`src/rtl/display_driver_pkg.sv`:
```
// Shared definitions for the LED panel row scanner.
//   state_t       : scanner FSM states.
//   CH_R1..CH_B2  : channel slot of each colour in mem_rdata (slot 5 = MSBs)
//                   and, equally, the bit of panel_rgb that carries it.
package display_driver_pkg;

  typedef enum logic [1:0] {
    ST_IDLE,
    ST_SHIFT,
    ST_LATCH,
    ST_DISPLAY
  } state_t;

  localparam int NUM_CHANNELS = 6;
  localparam int CH_R1 = 5;
  localparam int CH_G1 = 4;
  localparam int CH_B1 = 3;
  localparam int CH_R2 = 2;
  localparam int CH_G2 = 1;
  localparam int CH_B2 = 0;

endpackage

```
`src/rtl/display_driver_column_shifter.sv`:
```
// Shifts one row of one bit plane into the panel.
//   start        : one-cycle pulse; issues the read of column 0 of 'row'.
//   row          : row being shifted (held stable by the caller).
//   pulse_select : bit plane, captured in the first shift cycle into 'plane'.
//   mem_addr     : {row, column} read address to the synchronous RAM.
//   mem_rdata    : pixel data, valid the cycle after mem_addr.
//   panel_rgb    : plane bits of R1,G1,B1,R2,G2,B2 for the current column.
//   panel_clk    : one high cycle per column, preceded by a low cycle.
//   plane        : captured bit plane for the whole shift.
//   done         : one-cycle pulse in the cycle of the last panel_clk high.
module display_driver_column_shifter
  import display_driver_pkg::*;
#(
  parameter int columns  = 64,
  parameter int rows     = 16,
  parameter int bitwidth = 8,
  localparam int CW = $clog2(columns),
  localparam int RW = $clog2(rows),
  localparam int PW = $clog2(bitwidth)
) (
  input  logic                     clk,
  input  logic                     rst,
  input  logic                     start,
  input  logic [RW-1:0]            row,
  input  logic [PW-1:0]            pulse_select,
  input  logic [6*bitwidth-1:0]    mem_rdata,
  output logic [RW+CW-1:0]         mem_addr,
  output logic [NUM_CHANNELS-1:0]  panel_rgb,
  output logic                     panel_clk,
  output logic [PW-1:0]            plane,
  output logic                     done
);

  logic          busy;
  logic          prime;  // waiting out the RAM latency of column 0
  logic          raise;  // next step raises panel_clk (else: load data)
  logic [CW-1:0] col;

  function automatic logic [NUM_CHANNELS-1:0] plane_bits(
    input logic [6*bitwidth-1:0] d,
    input logic [PW-1:0]         p
  );
    int pi;
    pi = int'(p);
    plane_bits = '0;
    plane_bits[CH_R1] = d[CH_R1*bitwidth + pi];
    plane_bits[CH_G1] = d[CH_G1*bitwidth + pi];
    plane_bits[CH_B1] = d[CH_B1*bitwidth + pi];
    plane_bits[CH_R2] = d[CH_R2*bitwidth + pi];
    plane_bits[CH_G2] = d[CH_G2*bitwidth + pi];
    plane_bits[CH_B2] = d[CH_B2*bitwidth + pi];
  endfunction

  // Each column takes two cycles: a low cycle where panel_rgb is loaded from
  // the RAM and the next address is issued, then a high cycle. The address
  // for column k+1 is therefore out one full cycle before its data is used.
  // NOTE: non-blocking assignments in clocked blocks so every register samples
  // pre-edge values; blocking ones here would create ordering-dependent races.
  always_ff @(posedge clk or posedge rst) begin
    if (rst) begin
      busy      <= 1'b0;
      prime     <= 1'b0;
      raise     <= 1'b0;
      col       <= '0;
      mem_addr  <= '0;
      panel_rgb <= '0;
      panel_clk <= 1'b0;
      plane     <= '0;
      done      <= 1'b0;
    end else begin
      done <= 1'b0;
      if (start) begin
        busy      <= 1'b1;
        prime     <= 1'b1;
        raise     <= 1'b0;
        col       <= '0;
        mem_addr  <= {row, CW'(0)};
        panel_clk <= 1'b0;
      end else if (busy) begin
        if (prime) begin
          // Capturing here rather than on the start edge lets the pulse
          // generator advance its select on the same edge as complete.
          prime <= 1'b0;
          plane <= pulse_select;
        end else if (!raise) begin
          panel_rgb           <= plane_bits(mem_rdata, plane);
          panel_clk           <= 1'b0;
          mem_addr[CW-1:0]    <= col + CW'(1);
          raise               <= 1'b1;
        end else begin
          panel_clk <= 1'b1;
          raise     <= 1'b0;
          if (col == CW'(columns - 1)) begin
            busy <= 1'b0;
            done <= 1'b1;
          end else begin
            col <= col + CW'(1);
          end
        end
      end else begin
        panel_clk <= 1'b0;
      end
    end
  end

endmodule

```
`src/rtl/display_driver_row_scanner.sv`:
```
// HUB75-style row scanner: shifts one bit plane of a row, latches it, then
// lights it for one pulse-generator pulse (binary-coded modulation).
//   clk, rst       : clock, asynchronous active-high reset.
//   enable         : run scanning; sampled only in IDLE and at DISPLAY end.
//   mem_addr       : {row, column} pixel read address (sync RAM, 1-cycle).
//   mem_rdata      : {R1,G1,B1,R2,G2,B2}, bitwidth bits each.
//   pulse_go       : request to the pulse generator (high through DISPLAY).
//   pulse_complete : end of pulse from the generator.
//   pulse_select   : bit plane the generator will time next.
//   panel_*        : panel data, shift clock, latch, output enable (active
//                    low) and row address.
//   frame_done     : one-cycle pulse when the row counter wraps to 0.
module display_driver_row_scanner
  import display_driver_pkg::*;
#(
  parameter int columns  = 64,
  parameter int rows     = 16,
  parameter int bitwidth = 8,
  localparam int CW = $clog2(columns),
  localparam int RW = $clog2(rows),
  localparam int PW = $clog2(bitwidth)
) (
  input  logic                    clk,
  input  logic                    rst,
  input  logic                    enable,
  output logic [RW+CW-1:0]        mem_addr,
  input  logic [6*bitwidth-1:0]   mem_rdata,
  output logic                    pulse_go,
  input  logic                    pulse_complete,
  input  logic [PW-1:0]           pulse_select,
  output logic [NUM_CHANNELS-1:0] panel_rgb,
  output logic                    panel_clk,
  output logic                    panel_lat,
  output logic                    panel_oe,
  output logic [RW-1:0]           panel_addr,
  output logic                    frame_done
);

  state_t        state, state_next;
  logic          start;
  logic          shift_done;
  logic [PW-1:0] plane;
  logic [RW-1:0] row;
  logic          last_plane;

  display_driver_column_shifter #(
    .columns  (columns),
    .rows     (rows),
    .bitwidth (bitwidth)
  ) u_shifter (
    .clk          (clk),
    .rst          (rst),
    .start        (start),
    .row          (row),
    .pulse_select (pulse_select),
    .mem_rdata    (mem_rdata),
    .mem_addr     (mem_addr),
    .panel_rgb    (panel_rgb),
    .panel_clk    (panel_clk),
    .plane        (plane),
    .done         (shift_done)
  );

  assign last_plane = (plane == PW'(bitwidth - 1));

  always_ff @(posedge clk or posedge rst) begin
    if (rst) state <= ST_IDLE;
    else     state <= state_next;
  end

  // NOTE: every always_comb output gets a default before the case so no path
  // leaves it unassigned, which would otherwise infer a latch.
  always_comb begin
    state_next = state;
    start      = 1'b0;
    case (state)
      ST_IDLE: begin
        if (enable) begin
          state_next = ST_SHIFT;
          start      = 1'b1;
        end
      end
      ST_SHIFT: begin
        if (shift_done) state_next = ST_LATCH;
      end
      ST_LATCH: begin
        state_next = ST_DISPLAY;
      end
      ST_DISPLAY: begin
        if (pulse_complete) begin
          state_next = enable ? ST_SHIFT : ST_IDLE;
          start      = enable;
        end
      end
      default: state_next = ST_IDLE;
    endcase
  end

  // Outputs are registered from the next state so they line up with the
  // state they describe; pulse_go/panel_oe therefore drop on the same edge
  // that samples pulse_complete.
  always_ff @(posedge clk or posedge rst) begin
    if (rst) begin
      pulse_go   <= 1'b0;
      panel_oe   <= 1'b1;
      panel_lat  <= 1'b0;
      panel_addr <= '0;
      row        <= '0;
      frame_done <= 1'b0;
    end else begin
      pulse_go   <= (state_next == ST_DISPLAY);
      panel_oe   <= (state_next != ST_DISPLAY);
      panel_lat  <= (state_next == ST_LATCH);
      frame_done <= 1'b0;
      if (state_next == ST_LATCH) panel_addr <= row;
      if (state == ST_DISPLAY && pulse_complete && last_plane) begin
        row        <= row + RW'(1);
        frame_done <= (row == RW'(rows - 1));
      end
    end
  end

endmodule

```
`config.mk`:
```
export PLATFORM = sky130hd
export DESIGN_NAME = display_driver_row_scanner
export DESIGN_NICKNAME = d
export VERILOG_FILES = /design/src/rtl/display_driver_pkg.sv /design/src/rtl/display_driver_column_shifter.sv /design/src/rtl/display_driver_row_scanner.sv
export SDC_FILE = /design/constraint.sdc
export NUM_CORES = 1
export LEC_CHECK = 0
export ABC_AREA = 1
export CORE_MARGIN = 10
export CORE_UTILIZATION = 50
export CTS_CLUSTER_SIZE = 30
export DETAILED_ROUTE_END_ITERATION = 8
export DONT_BUFFER_PORTS = 1
export GPL_ROUTABILITY_DRIVEN = 0
export HOLD_SLACK_MARGIN = 0.03
export SYNTH_ARGS = -nofsm -noshare
export SYNTH_HDL_FRONTEND = slang
export SYNTH_HIERARCHICAL = 1
export SYNTH_SLANG_ARGS = --single-unit
```
`constraint.sdc`:
```
create_clock -name clk -period 2.3 [get_ports clk]
set_clock_uncertainty 0.05 [all_clocks]
set_input_delay 0.46 -clock clk [delete_from_list [all_inputs] [get_ports clk]]
set_output_delay 0.46 -clock clk [all_outputs]
set_load 0.02 [all_outputs]
```
==> results_dict.tcl <==
set metrics [dict create \
    status "completed" \
    clockRootBuffer "clkbuf_8" \
    drtPass1Iterations 4 \
    cts_tree "yes" \
    start_util_pct 51.86 \
    cts.path.max_buffers 2 \
    drt_iter0_markers 67 \
    fp-row-count 26 \
    vias 2131 \
    cts.sinks 44 \
    gr-total-overflow 0 \
    synthToLayoutAreaGrowth_pct 4.818 \
    postLayoutCoreUtil_pct 54.36 \
    clock_latency_ns 0.29 \
    synthCells 360 \
    route.detailed.drc 0 \
    grt_start_max_net_pins 31 \
    dp_hpwl_um 4714 \
    ioPinCount 80 \
    tightest_slew_ns 0.5185 \
    final_layout_size_suffix_gt1_share_pct 11.29 \
    p_sw_share_pct 48.33 \
    p_total_mw 3.323 \
    power_frac_seq_pct 43.0 \
    cts_setup_buffers 0 \
    final_common_cell "nand2_1" \
    crit_path_start_kind "flop" \
    max_freq_ghz 0.5297 \
    syn_area_sq_um 2649 \
    irDropWorstVdd_mv 0.5997 \
    path_class "flop to flop" \
    setup_tns_ns 0 \
    reg2reg_from "state[1]" \
    hp-class "input port to async pin" \
    drtAntennaViolNets 0 \
    path_max_fanout 15 \
    placed_cell_area_sq_um 2691 \
    core_sq_um 5107 \
    ys_warn_count 6 \
    viasPerCell 4.921 \
    dieWidth_um 92.79 \
    syn_avg_cell_area_sq_um 7.358 \
    cpPeakStageDelay_ns 0.47 \
    cts_resized 0 \
    htree_levels 2 \
    p_switching_mw 1.606 \
    rsz0062_at_grt "no" \
    p_leak_nw 1.601 \
    wl_per_cell_um 13.87 \
    power_frac_comb_pct 43.1 \
    synth_cell_types 29 \
    cts_made_buffers 5 \
    placement.io_buffers 0 \
    setup_ws_ns 0.4121 \
    filler_cell_count 508 \
    clkTransAtPathRegs_ns 0.09 \
    cellPowerDensity_nw_per_um2 1197 \
    maxCapViolations 0 \
    ys_ff_latch 44 \
    dieArea_sq_um 8609 \
    holdWs_ns 0.02936 \
    synth-seq-area-share_pct 41.62 \
    critPathArrivalTime_ns 2.01 \
    die_h_um 92.79 \
    min_period_over_period_pct 82.08 \
    antenna_found_initial 0 \
    final-hold-violation-count 0 \
    cp_cell_sequence "inv_1 > ha_1 > nor3_1 > buf_4 > inv_2 > nand2_1 > inv_2 > nand2_1 > o21ai_1" \
    rr_worst_depth 9 \
    antennaDiodeCount 0 \
    final_cell_mix "nand2_1, inv_1, nand3_1, dfrtp_1, nor2_1" \
    stdcell_count 433 \
    reg2reg_to "u_shifter/mem_addr[0]" \
    p_int_mw 1.717 \
    crit_path_end_kind "flop" \
    report.final.slew_viol_count 0 \
    cp_slowest_cell "dfrtp_1" \
    routed_wl_um 6006 \
    dp.cells 425 \
    cp.required_ns 2.43 \
    slew_headroom_pct 65.40 \
    nets 425 \
    ff2ff_setup_slack_ns 0.41 \
    grt_pass1_vias 2232 \
    synth_nets 423 \
    grt.total_usage_pct 14.26 \
    dp_slack_ns 0.4302 \
    setup_viol 0 \
    grt_pass1_wl_um 10240 \
    final_area_sq_um 2776 \
    power.share.clock_pct 13.9 \
    ctsHoldBuffers 0 \
    min_period_ns 1.888 \
]
## power groups by stage
stage	combinational (mW)	clock, mW	sequential (mW)
floorplan	1.25	0	1.37
global placement	1.42	0	1.46
detailed placement	1.44	0	1.46
finish	1.43	0.462	1.43
global route	1.67	0.504	1.48
CTS	1.45	0.476	1.45
## state kept, by name (all words and copies together), names as in the netlist
name and cells:
u_shifter/mem_addr 10, u_shifter/col 6, u_shifter/panel_rgb 6, panel_addr 4
row 4, u_shifter/plane 3, state 2, frame_done 1
panel_lat 1, panel_oe 1, pulse_go 1, u_shifter/busy 1
u_shifter/done 1, u_shifter/panel_clk 1, u_shifter/prime 1, u_shifter/raise 1
## routing by layer
layer	vias to the layer above	part of all wire, %	global-route usage, %
met3	5	8.7	6.134
met1	971	44	16.61
met2	56	46	23.60
met4	0	0.70	3.470
met5	-	0	0
li1	1099	-	-
## worst max path at each step
stage | from | endpoint | slack, ns
after floorplan | state[1] | u_shifter/raise | 0.62
after global placement | state[1] | u_shifter/mem_addr[0] | 0.48
after detailed placement | state[1] | u_shifter/mem_addr[0] | 0.43
after CTS | state[1] | u_shifter/mem_addr[4] | 0.41
after global routing | state[1] | u_shifter/mem_addr[0] | 0.22
final | state[1] | u_shifter/mem_addr[0] | 0.41
## worst max-delay path: cells and delay by family, from the launching register on
| family | cells | cell delay, ns |
|---|---|---|
| adder cells (fa/ha/maj) | 1 | 0.28 |
| buffers and inverters | 4 | 0.55 |
| AO/OA/AOI/OAI | 1 | 0.05 |
| AND/OR/NAND/NOR | 3 | 0.38 |
| flip-flops | 1 | 0.47 |
## cell usage after synthesis
cell type | count | area [sq um]
o21ai_0 | 2 | 10.01
xor2_1 | 3 | 26.28
nand4_1 | 2 | 12.51
a21oi_1 | 4 | 20.02
dfrtp_1 | 43 | 1076
buf_6 | 4 | 45.04
nand3_1 | 50 | 250.2
nand3_2 | 4 | 40.04
nor2_4 | 5 | 56.30
clkinv_4 | 1 | 8.760
nor3_2 | 2 | 20.02
nand2_2 | 4 | 25.02
buf_2 | 3 | 15.01
nor2_2 | 1 | 6.260
ha_1 | 8 | 100.1
nand2_1 | 133 | 499.2
mux2_1 | 1 | 11.26
nor3_1 | 1 | 5.000
inv_1 | 53 | 198.9
o211ai_1 | 1 | 7.510
nor2_1 | 14 | 52.55
nand4_2 | 1 | 12.51
inv_2 | 6 | 22.52
dfstp_2 | 1 | 26.28
buf_4 | 2 | 15.01
o21bai_1 | 1 | 7.510
o21ai_1 | 5 | 25.02
nand2_4 | 4 | 45.04
inv_6 | 1 | 8.760
## kinds of logic (layout without fill, tap and decap cells)
family,after synthesis,in the layout,synth area share (%)
adder cells (fa/ha/maj),8,8,3.779
multiplexers,1,1,0.4251
XOR/XNOR,3,3,0.9922
buffers and inverters,70,73,11.86
flip-flops,44,44,41.62
AO/OA/AOI/OAI,13,13,2.645
AND/OR/NAND/NOR,221,221,38.69
## final cells by class
| class | instances | area [sq um] | share of cell area (%) |
|---|---|---|---|
| sequential | 44 | 1102 | 39.70 |
| clock inverter | 2 | 12.51 | 0.4507 |
| clock buffer | 6 | 72.57 | 2.614 |
| multi-input combinational | 246 | 1232 | 44.39 |
| tap | 70 | 87.58 | 3.155 |
| timing repair buffer | 4 | 30.03 | 1.082 |
| inverter | 61 | 239.0 | 8.607 |
No activity file was read; power rests on OpenSTA's default activity.
